==> src/rtl/gpio_ctrl.sv <==
// rtl/gpio_ctrl.sv - per-pin GPIO pad drive, input synchronizer, debounce and edge interrupts
module gpio_ctrl #(
  parameter int N   = 8,
  parameter int DBW = 8
) (
  input  logic           clk,
  input  logic           rstn,
  input  logic [N-1:0]   out_val,
  input  logic [N-1:0]   out_en,
  input  logic [N-1:0]   in_en,
  input  logic [N-1:0]   pull_up,
  input  logic [N-1:0]   pull_down,
  input  logic [DBW-1:0] db_len,
  input  logic [N-1:0]   irq_rise_en,
  input  logic [N-1:0]   irq_fall_en,
  input  logic [N-1:0]   irq_clr,
  output logic [N-1:0]   in_val,
  output logic [N-1:0]   irq_pend,
  output logic           irq,
  output logic [N-1:0]   pad_di,
  output logic [N-1:0]   pad_oe,
  output logic [N-1:0]   pad_ie,
  output logic [N-1:0]   pad_pu,
  output logic [N-1:0]   pad_pd,
  input  logic [N-1:0]   pad_dc
);

  logic [N-1:0]          di_q, di_d;
  logic [N-1:0]          oe_q, oe_d;
  logic [N-1:0]          ie_q, ie_d;
  logic [N-1:0]          pu_q, pu_d;
  logic [N-1:0]          pd_q, pd_d;
  logic [N-1:0]          s1_q, s1_d;
  logic [N-1:0]          s2_q, s2_d;
  logic [N-1:0]          stable_q, stable_d;
  logic [N-1:0]          pend_q, pend_d;
  logic [N-1:0][DBW-1:0] cnt_q, cnt_d;
  logic [N-1:0]          rise, fall;

  always_comb begin
    di_d     = out_val;
    oe_d     = out_en;
    ie_d     = in_en;
    pu_d     = pull_up;
    pd_d     = pull_down & ~pull_up;
    s1_d     = s1_q;
    s2_d     = s2_q;
    stable_d = stable_q;
    cnt_d    = cnt_q;
    for (int i = 0; i < N; i++) begin
      // A disabled input freezes the synchronizer so X/Z from the pad never reaches it.
      if (in_en[i]) begin
        s1_d[i] = pad_dc[i];
        s2_d[i] = s1_q[i];
        if (s2_q[i] == stable_q[i]) begin
          cnt_d[i] = '0;
        end else if (cnt_q[i] >= db_len) begin
          stable_d[i] = s2_q[i];
          cnt_d[i]    = '0;
        end else begin
          cnt_d[i] = cnt_q[i] + DBW'(1);
        end
      end else begin
        cnt_d[i] = '0;
      end
    end
  end

  assign rise   = stable_d & ~stable_q;
  assign fall   = ~stable_d & stable_q;
  // Set terms are ORed after the clear so a same-cycle edge wins.
  assign pend_d = (pend_q & ~irq_clr) | (rise & irq_rise_en) | (fall & irq_fall_en);

  always_ff @(posedge clk or negedge rstn) begin
    if (!rstn) begin
      di_q     <= '0;
      oe_q     <= '0;
      ie_q     <= '0;
      pu_q     <= '0;
      pd_q     <= '0;
      s1_q     <= '0;
      s2_q     <= '0;
      stable_q <= '0;
      pend_q   <= '0;
      cnt_q    <= '0;
    end else begin
      di_q     <= di_d;
      oe_q     <= oe_d;
      ie_q     <= ie_d;
      pu_q     <= pu_d;
      pd_q     <= pd_d;
      s1_q     <= s1_d;
      s2_q     <= s2_d;
      stable_q <= stable_d;
      pend_q   <= pend_d;
      cnt_q    <= cnt_d;
    end
  end

  assign pad_di   = di_q;
  assign pad_oe   = oe_q;
  assign pad_ie   = ie_q;
  assign pad_pu   = pu_q;
  assign pad_pd   = pd_q;
  assign in_val   = stable_q;
  assign irq_pend = pend_q;
  assign irq      = |pend_q;

endmodule

==> config.mk <==
export PLATFORM = sky130hd
export DESIGN_NAME = gpio_ctrl
export DESIGN_NICKNAME = d
export VERILOG_FILES = /design/src/rtl/gpio_ctrl.sv
export SDC_FILE = /design/constraint.sdc
export NUM_CORES = 1
export LEC_CHECK = 0
export ABC_AREA = 1
export BUFFER_PORTS_ARGS = -buffer_cell sky130_fd_sc_hd__buf_4
export CORE_MARGIN = 4
export CORE_UTILIZATION = 40
export DETAILED_ROUTE_END_ITERATION = 8
export PLACE_DENSITY_LB_ADDON = 0.3
export SLEW_MARGIN = 20
export SYNTH_ARGS = -nofsm -noshare
export SYNTH_HDL_FRONTEND = slang
export SYNTH_SLANG_ARGS = --single-unit
export TNS_END_PERCENT = 50
==> constraint.sdc <==
create_clock -name clk -period 2.6 [get_ports clk]
set_input_delay 0 -clock clk [delete_from_list [all_inputs] [get_ports clk]]
set_output_delay 0 -clock clk [all_outputs]
set_load 0.03 [all_outputs]
==> results of run 1 <==
## cell usage in the layout, fill, tap and decap left out, types with 10 or more instances in the layout
cell type      instances
buf_4                140
a21oi_1               17
dfrtp_1              136
dlygate4sd3_1         70
nand2_1              160
nand3b_1              16
xnor2_1               16
clkbuf_16             17
nor2_1                89
nand3_1               29
inv_1                111
ha_1                  71
nor2_2                10
xor2_1                31
o21a_1                14
## sequential cells by signal (all words and copies together), names as in the netlist
register / cells
pad_ie: 8
in_val: 8
pad_pu: 8
cnt_q: 64
irq_pend: 8
pad_di: 8
pad_oe: 8
pad_pd: 8
s1_q: 8
s2_q: 8
## logic make-up after synthesis
| group | synth area share [%] |
|---|---|
| fa+ha+maj | 12.7 |
| simple gates | 21.1 |
| buf+inv | 5.99 |
| xor+xnor | 5.82 |
| mux | 1.27 |
| flops | 48.1 |
| compound gates | 5.00 |
## Yosys cell counts
| library cell | number | area share [%] |
|---|---|---|
| nand2_1 | 162 | 8.6 |
| dfrtp_1 | 136 | 48 |
| inv_1 | 112 | 5.9 |
| nor2_1 | 89 | 4.7 |
| ha_1 | 72 | 13 |
| xor2_1 | 31 | 3.8 |
| nand3_1 | 29 | 2.1 |
| a21oi_1 | 17 | 1.2 |
| nand3b_1 | 16 | 1.7 |
| xnor2_1 | 16 | 2.0 |
| o21a_1 | 14 | 1.5 |
| nor2_2 | 10 | 0.88 |
| nand4_1 | 9 | 0.80 |
| mux2_2 | 8 | 1.3 |
| o21ai_0 | 8 | 0.57 |
| o2111ai_2 | 7 | 1.5 |
| nand3b_4 | 5 | 1.4 |
| nand3_2 | 3 | 0.42 |
| nor4_1 | 2 | 0.18 |
| a21o_1 | 1 | 0.11 |
| a31oi_1 | 1 | 0.088 |
| inv_2 | 1 | 0.053 |
| nand4_2 | 1 | 0.18 |
| nor3_2 | 1 | 0.14 |
| o21ai_1 | 1 | 0.071 |
## routing by layer
| metal | track usage [%] | vias to the layer above | part of all wire (%) |
|---|---|---|---|
| li1 | - | 2869 | - |
| met1 | 21.6 | 2568 | 45 |
| met2 | 27.3 | 130 | 47 |
| met3 | 4.75 | 18 | 6.9 |
| met4 | 5.25 | 0 | 1.2 |
| met5 | 0 | - | 0 |
## through the flow
step	hold slack, ps	std cells
3_5_place_dp	-18.2	1117
4_1_cts	103	1220
5_1_grt	134	1221
3_3_place_gp	-20.6	1117
6_report	106	1221
2_1_floorplan	-296	752
## final timing paths
kind	startpoint	end	cells after the start
min reg2reg	cnt_q[48]$_DFF_PN0_	cnt_q[48]$_DFF_PN0_	1
min	rstn	pad_ie[6]$_DFF_PN0_	2
max in group asynchronous	rstn	cnt_q[10]$_DFF_PN0_	3
max	cnt_q[45]$_DFF_PN0_	irq_pend[5]$_DFF_PN0_	10
max reg2reg	cnt_q[45]$_DFF_PN0_	irq_pend[5]$_DFF_PN0_	10
min in group clk	out_en[1]	pad_oe[1]$_DFF_PN0_	2
## power groups by stage
stage / combinational (uW) / sequential [uW] / clock [uW]
floorplan: 376 / 2490 / 0
global placement: 896 / 2360 / 0
detailed placement: 910 / 2370 / 0
CTS: 1010 / 2330 / 2590
global route: 1120 / 2350 / 2690
finish: 998 / 2330 / 2520
## repair_timing
item | 4_1_cts | 5_1_grt
resized for setup | 0 | 4
setup buffers | 0 | 2
hold endpoints to repair | 122 | 0
endpoints found under the setup margin | 0 | 1
hold buffers | 71 | 0
## final cells by class
class | count | area (um^2)
well taps | 225 | 282
repair buffers | 212 | 1780
multi-input cells | 503 | 3270
clock buffers | 21 | 480
inverters | 113 | 424
clock inverters | 11 | 144
flip-flops and latches | 136 | 3400
fillers | 1531 | 7510
==> results.py, run 1 <==
metrics = {
    "pwr": {
        "pwr-share-clk_pct": 43.1,
        "power.total_uw": 5850,
        "power_density_nw_per_um2": 598,
        "p_switching_uw": 1570,
        "combPwrFrac_pct": 17.1,
        "swShare_pct": 26.9,
        "irDropWorstVdd_v": 0.000473,
        "p_seq_share_pct": 39.8,
        "p_int_uw": 4280,
        "leakage_uw": 0.00522,
    },
    "clocking": {
        "cts_tree": "yes",
        "htreeDepth": 4,
        "clk-insertion-delay-late_ps": 410,
        "cts_buffers": 17,
        "clockBufferDepth": 2,
        "cts.sinks": 136,
        "path_clk_slew_ps": 60,
        "cts-root-buf": "clkbuf_16",
    },
    "drt": {
        "ant_nets": 0,
        "vias": 5585,
        "vias_per_cell": 4.57,
        "drtIter0Drc": 209,
        "avgRoutedWirePerCell_um": 12.9,
        "drc": 0,
        "dr.pass1.iters": 4,
        "wirelength_mm": 15.8,
    },
    "critical_path": {
        "critPathSlowestCell": "dlygate4sd3_1",
        "path_common_cell": "nand2_1",
        "crit_chain": "ha_1 -> a21oi_1 -> o21a_1 -> nand2_2 -> buf_4 -> nand2_1 -> nand2_1 -> nand3b_1 -> nand2_1 -> dlygate4sd3_1",
        "crit_path_max_incr_delay_ps": 550,
        "required_ps": 2890,
        "worstPathArrival_ps": 2450,
        "crit_type": "reg -> reg",
        "crit_buf_inv": 2,
        "endpoint_kind": "flop",
        "r2r_setup_slack_ps": 450,
        "crit_fanout": 4,
        "cp-start-kind": "flop",
        "cp_top_family": "buffers and inverters",
    },
    "cells_and_area": {
        "final_util_pct": 56.6,
        "syn_to_final_growth_pct": 38.2,
        "finalInstanceArea_um2": 9780,
        "diodes": 0,
        "drive_gt1_share_pct": 21.5,
        "layout.nets": 1137,
    },
    "sta": {
        "worstMarginPinSlew_ps": 928,
        "tns_ps": 0,
        "fin_ws_ps": 447,
        "finalSetupViolCount": 0,
        "maxSlewHeadroom_pct": 37.6,
        "rsz0062_at_grt": "false",
        "finalCritPeriodShare_pct": 82.8,
        "hold_violations": 0,
        "slew_viol_final": 0,
        "fin_skew_ps": 6.46,
        "fin_crit_ps": 2150,
        "max_freq_mhz": 464,
    },
    "global_routing": {
        "grt_max_degree": 66,
        "grt_overflow": 0,
        "grt_pass1_vias": 5682,
        "antenna_found_initial": 0,
        "grt_pass1_wl_mm": 26.7,
        "grt.total_usage_pct": 16.7,
    },
    "synth": {
        "avgSynthCellArea_um2": 9.41,
        "netlist_instances": 752,
        "ys_seq_elements": 136,
        "syn_nets": 906,
        "ys_warn_count": 0,
        "synth.distinct_cells": 25,
        "ys_seq_area_share_pct": 48.1,
        "syn_area_um2": 7080,
    },
    "die": {
        "die_h_um": 141,
        "io_pins": 139,
        "rows": 48,
        "core_area_um2": 17300,
        "dieArea_um2": 19900,
        "start_util_pct": 40.9,
        "die_x_um": 141,
    },
    "run_status": {
        "status": "completed",
    },
    "job": {
        "cap_violations": 0,
    },
    "placed_design": {
        "hpwl_mm": 10.8,
        "preCtsSetupSlack_ps": 831,
        "portBuffers": 138,
        "finalWeightedCongestion": 0.793,
        "placed_cell_area_um2": 8420,
    },
    "hold_path": {
        "hold_class": "in -> async",
    },
}
Power figures use the tool's default switching activity.
==> run 2: changes to the inputs <==
Clock period 2.6 ns to 2.08 ns, I/O delays scaled along.
==> results.py, run 2 (synthesis gave the netlist of run 1 again) <==
metrics = {
    "clocking": {
        "clockBufferDepth": 2,
        "clk-insertion-delay-late_ps": 420,
        "cts_buffers": 17,
        "cts_tree": "yes",
        "cts.sinks": 136,
        "path_clk_slew_ps": 60,
        "htreeDepth": 4,
        "cts-root-buf": "clkbuf_16",
    },
    "critical_path": {
        "endpoint_kind": "flop",
        "worstPathArrival_ps": 2310,
        "crit_type": "reg -> reg",
        "crit_fanout": 3,
        "cp-start-kind": "flop",
        "required_ps": 2390,
    },
    "run_status": {
        "status": "completed",
    },
    "sta": {
        "worstMarginPinSlew_ps": 621,
        "slew_viol_final": 0,
        "finalSetupViolCount": 0,
        "tns_ps": 0,
        "fin_ws_ps": 83.0,
        "finalCritPeriodShare_pct": 96.0,
        "fin_skew_ps": 10.1,
        "max_freq_mhz": 501,
        "maxSlewHeadroom_pct": 58.6,
        "hold_violations": 0,
        "fin_crit_ps": 2000,
        "rsz0062_at_grt": "true",
    },
    "cells_and_area": {
        "layout.nets": 1156,
        "largest_register_ffs": 64,
        "diodes": 0,
        "syn_to_final_growth_pct": 41.8,
        "top_register": "cnt_q",
        "final_common_cell": "buf_4",
        "fillerInstances": 1470,
        "drive_gt1_share_pct": 24.7,
        "final_cell_mix": "buf_4, nand2_1, dfrtp_1, inv_1, nor2_1",
    },
    "die": {
        "dieArea_um2": 19900,
        "io_pins": 139,
        "die_x_um": 141,
        "die_h_um": 141,
        "rows": 48,
        "start_util_pct": 40.9,
        "core_area_um2": 17300,
    },
    "global_routing": {
        "grt_pass1_wl_mm": 26.7,
        "grt.total_usage_pct": 16.7,
        "grt_max_degree": 62,
        "grt_overflow": 0,
        "antenna_found_initial": 0,
        "grt_pass1_vias": 5562,
    },
    "pwr": {
        "swShare_pct": 27.7,
        "combPwrFrac_pct": 17.2,
        "p_seq_share_pct": 39.0,
        "pwr-share-clk_pct": 43.7,
        "leakage_uw": 0.00533,
        "irDropWorstVdd_v": 0.000723,
        "power_density_nw_per_um2": 743,
        "p_switching_uw": 2060,
        "p_int_uw": 5390,
        "power.total_uw": 7460,
    },
    "drt": {
        "vias_per_cell": 4.56,
        "dr.pass1.iters": 4,
        "vias": 5654,
        "avgRoutedWirePerCell_um": 12.9,
        "drtIter0Drc": 175,
        "wirelength_mm": 16.0,
        "ant_nets": 0,
        "drc": 0,
    },
    "placed_design": {
        "finalWeightedCongestion": 0.783,
        "hpwl_mm": 10.7,
        "portBuffers": 138,
        "preCtsSetupSlack_ps": 349,
    },
    "hold_path": {
        "hold_class": "in -> reg",
    },
    "job": {
        "cap_violations": 0,
    },
}
run 2: cell types whose count changed in the layout (fill, tap and decap cells not counted), sizes merged:
cell / previous run / this run
clkinvlp: 4 / 3
inv: 114 / 121
clkinv: 3 / 0
bufinv: 3 / 4
clkbuf: 21 / 17
dlygate4sd3: 70 / 68
dlymetal6s4s: 0 / 2
buf: 142 / 161
run 2: stage by stage:
stage / hold WS [ps] / cell area (um^2) / util, % / instances
after floorplan: -296 / 7080 / - / 752
after global placement: 32.9 / 8470 / 49.0 / 1121
after detailed placement: 33.2 / 8470 / 49.0 / 1121
after CTS: 3.68 / 9820 / 56.7 / 1224
after global routing: 69.6 / 10000 / 58.0 / 1240
final: 8.07 / 10000 / 58.0 / 1240
run 2: cell type report:
class / count / area (um^2) / share of cell area (%)
sequential: 136 / 3410 / 34.0
multi-input combinational: 503 / 3340 / 33.3
timing repair buffer: 231 / 1940 / 19.4
tap: 225 / 282 / 2.81
inverter: 113 / 424 / 4.23
clock buffer: 17 / 425 / 4.24
clock inverter: 15 / 213 / 2.12
run 2: repair_timing:
item	CTS	global route
hold endpoints to repair	131	0
setup endpoints to repair	0	5
resized for setup	0	24
hold buffers	71	0
buffers inserted	0	17
run 2: layer usage:
metal,up-vias,wire (um),GRT usage (%)
met4,0,153,3.52
met5,-,0,0
met2,136,7450,26.9
met3,13,1100,6.17
li1,2911,-,-
met1,2594,7260,21.7
run 2: power groups by stage:
stage / registers (uW) / clock network (uW) / logic (uW)
2_1_floorplan: 3110 / 0 / 470
3_3_place_gp: 2960 / 0 / 1140
3_5_place_dp: 2960 / 0 / 1150
4_1_cts: 2910 / 3360 / 1270
5_1_grt: 2930 / 3470 / 1440
6_report: 2910 / 3260 / 1280
run 2: worst paths after layout:
check | cells past startpoint | slack, ps | start | to
max in group asynchronous | 3 | 1300 | rstn | cnt_q[61]$_DFF_PN0_
worst min register to register | 1 | 460 | cnt_q[8]$_DFF_PN0_ | cnt_q[8]$_DFF_PN0_
worst min-delay path | 7 | 8 | irq_fall_en[4] | irq_pend[4]$_DFF_PN0_
min in group asynchronous | 2 | 140 | rstn | cnt_q[50]$_DFF_PN0_
worst max register to register | 13 | 80 | cnt_q[48]$_DFF_PN0_ | irq_pend[6]$_DFF_PN0_
worst max-delay path | 13 | 80 | cnt_q[48]$_DFF_PN0_ | irq_pend[6]$_DFF_PN0_
run 2: critical path, stage by stage (launching register included):
cell and delay (ps):
dfrtp_1 390, inv_1 90, ha_1 230, nand2_1 60, nand3_1 70, nand2_1 60
nand2_1 40, nand2_1 90, nand2_2 70, nand4_1 70, nand2_1 50, dlygate4sd3_1 560
inv_1 50, nand2_1 40
==> run 3: changes to the inputs <==
Settings changed: ABC_AREA 1 to not set.
==> results.py, run 3 <==
metrics = {
    "run_status": {
        "status": "completed",
    },
    "critical_path": {
        "worstPathArrival_ps": 2330,
        "crit_buf_inv": 1,
        "critPathSlowestCell": "dfrtp_1",
        "cp-start-kind": "flop",
        "cp.depth": 7,
        "r2r-start": "cnt_q[8]$_DFF_PN0_",
        "crit_fanout": 8,
        "r2r_setup_slack_ps": 100,
        "required_ps": 2430,
        "worstReg2RegEnd": "cnt_q[10]$_DFF_PN0_",
        "cp_top_family": "simple AND/OR/NAND/NOR gates",
        "endpoint_kind": "flop",
        "crit_path_max_incr_delay_ps": 420,
        "crit_type": "reg -> reg",
        "crit_end": "cnt_q[10]$_DFF_PN0_",
        "crit_path_start": "cnt_q[8]$_DFF_PN0_",
        "worstRegToRegCells": 7,
        "crit_chain": "inv_1 -> ha_1 -> nand2b_4 -> a2111oi_4 -> o41ai_2 -> or2_1 -> nor2_2",
    },
    "global_routing": {
        "grt_pass1_wl_mm": 26.5,
        "grt_pass1_vias": 5561,
        "grt_overflow": 0,
        "grt.total_usage_pct": 16.6,
        "antenna_found_initial": 0,
        "grt_max_degree": 88,
    },
    "cells_and_area": {
        "syn_to_final_growth_pct": 37.9,
        "multiInputGateArea_um2": 3400,
        "fillerInstances": 1402,
        "diodes": 0,
        "layout.nets": 968,
        "seq_area_um2": 3400,
        "drive_gt1_share_pct": 35.1,
        "finalInstanceArea_um2": 9650,
        "top_register": "cnt_q",
        "largest_register_ffs": 64,
        "final_cell_mix": "buf_4, dfrtp_1, dlygate4sd3_1, ha_1, nor2_2",
        "final_util_pct": 56.0,
        "final_common_cell": "buf_4",
    },
    "synth": {
        "netlist_instances": 580,
        "synthAdderAreaFrac_pct": 12.9,
        "muxShareOfSynthArea_pct": 3.86,
        "synth_top_family_by_area": "simple AND/OR/NAND/NOR gates",
        "synth_xor_area_share_pct": 6.01,
        "synth_common_cells": "dfrtp_1, ha_1, nor2_2",
        "synth_area_leaders": "dfrtp_1, ha_1, nor2_2",
        "synth_compound_area_share_pct": 10.0,
        "synth_edf_count": 0,
        "ys_seq_elements": 136,
        "async_flop_share_pct": 100,
        "yosys.area_share.simple_pct": 15.7,
        "synth-main-ff-cell": "dfrtp_1",
        "yosysTopAreaCellShare_pct": 48.6,
        "syn_area_um2": 7000,
        "ys_warn_count": 0,
        "ys_seq_area_share_pct": 48.6,
        "yosys.area.top_type": "dfrtp_1",
        "avgSynthCellArea_um2": 12.1,
        "yosysMostFrequentCell": "dfrtp_1",
        "synth.distinct_cells": 23,
        "syn_nets": 734,
    },
    "pwr": {
        "leakage_uw": 0.00459,
        "power.total_uw": 6860,
        "power_density_nw_per_um2": 711,
        "irDropWorstVdd_v": 0.000575,
    },
    "die": {
        "start_util_pct": 40.6,
        "core_area_um2": 17200,
        "die_h_um": 140,
        "rows": 48,
        "io_pins": 139,
        "dieArea_um2": 19700,
        "die_x_um": 140,
    },
    "sta": {
        "max_freq_mhz": 506,
        "maxSlewHeadroom_pct": 58.2,
        "fin_skew_ps": 7.68,
        "fin_crit_ps": 1980,
        "finalCritPeriodShare_pct": 95.0,
        "slew_viol_final": 0,
        "worstMarginPinSlew_ps": 627,
        "tns_ps": 0,
        "rsz0062_at_grt": "false",
        "finalSetupViolCount": 0,
        "hold_violations": 0,
    },
    "clocking": {
        "cts_buffers": 17,
        "htreeDepth": 4,
        "post_cts_buffers": 0,
        "cts-root-buf": "clkbuf_16",
        "clk-insertion-delay-late_ps": 420,
        "path_clk_slew_ps": 60,
        "cts.sinks": 136,
        "clockBufferDepth": 2,
        "cts_tree": "yes",
    },
    "drt": {
        "topRoutingLayerUsed": "met4",
        "met3_length_mm": 1.18,
        "drc": 0,
        "vias_per_cell": 4.86,
        "wl_met2_mm": 7.60,
        "vias": 5115,
        "avgRoutedWirePerCell_um": 15.0,
        "dr.pass1.iters": 4,
        "wl_met1_mm": 6.75,
        "ant_nets": 0,
        "wirelength_mm": 15.8,
        "drtIter0Drc": 149,
    },
    "placed_design": {
        "portBuffers": 138,
        "placed_cell_area_um2": 8330,
        "finalWeightedCongestion": 0.834,
        "hpwl_mm": 10.9,
    },
    "job": {
        "cap_violations": 0,
    },
    "hold_path": {
        "hold_class": "in -> async",
    },
}
run 3: cell count changes after synthesis, moves of 9 or more:
cell,before,now
and3_1,0,16
inv_1,112,31
mux2_2,8,24
nand2_1,162,25
nand3b_1,16,0
nand4_1,9,0
nor2_1,89,16
nor2_2,10,56
nor2b_1,0,24
run 3: logic make-up (layout without fill, tap and decap cells):
| kind of cell | count (synthesis) | count (layout) |
|---|---|---|
| simple gates | 189 | 189 |
| compound gates | 72 | 72 |
| xor+xnor | 48 | 48 |
| flops | 136 | 136 |
| mux | 24 | 24 |
| buf+inv | 39 | 286 |
| fa+ha+maj | 72 | 72 |
run 3: timing repair:
item | in CTS | in global routing
hold buffers | 73 | 0
endpoints found under the setup margin | 0 | 23
hold endpoints to repair | 207 | 0
gates resized for setup | 0 | 4
run 3: layer usage:
layer,track usage [%],up-vias
li1,-,2473
met1,20.0,2479
met2,27.4,143
met5,0,-
met3,6.25,20
met4,5.92,0
run 3: how the worst min path moves through the flow:
stage,to,cells past startpoint,from,slack (ps)
after floorplan,cnt_q[0]$_DFF_PN0_,0,rstn,-300
after global placement,cnt_q[19]$_DFF_PN0_,2,rstn,60
after detailed placement,cnt_q[18]$_DFF_PN0_,2,rstn,70
after CTS,cnt_q[52]$_DFF_PN0_,3,rstn,200
after global routing,cnt_q[18]$_DFF_PN0_,3,rstn,210
final,cnt_q[52]$_DFF_PN0_,3,rstn,150
run 3: cell type report:
cell class	instances	share of cell area, %
clock buffers	20	4.83
clock inverters	12	1.18
inverters	31	1.21
multi-input cells	405	35.2
flip-flops and latches	136	35.3
well taps	225	2.92
repair buffers	223	19.4
run 3: per-stage QoR:
step | hold slack (ps) | setup WS [ps] | instances
floorplan | -296 | 255 | 580
global placement | 57.8 | 135 | 947
detailed placement | 67.9 | 77.4 | 947
CTS | 198 | 65.3 | 1052
global route | 210 | 23.6 | 1052
finish | 147 | 105 | 1052
run 3: worst register-to-register path, stage by stage, from the launching register on:
cell and delay [ps]:
dfrtp_1 420, inv_1 60, ha_1 270, nand2b_4 150, a2111oi_4 360, o41ai_2 120
or2_1 370, nor2_2 170
run 3: power by group:
| group | switching (uW) | internal (uW) | leakage [uW] | total (uW) |
|---|---|---|---|---|
| Sequential | 90.3 | 2770 | 0.00177 | 2860 |
| Combinational | 528 | 552 | 0.00254 | 1080 |
| Clock | 1170 | 1750 | 0.000276 | 2920 |
| Total | 1790 | 5070 | 0.00459 | 6860 |
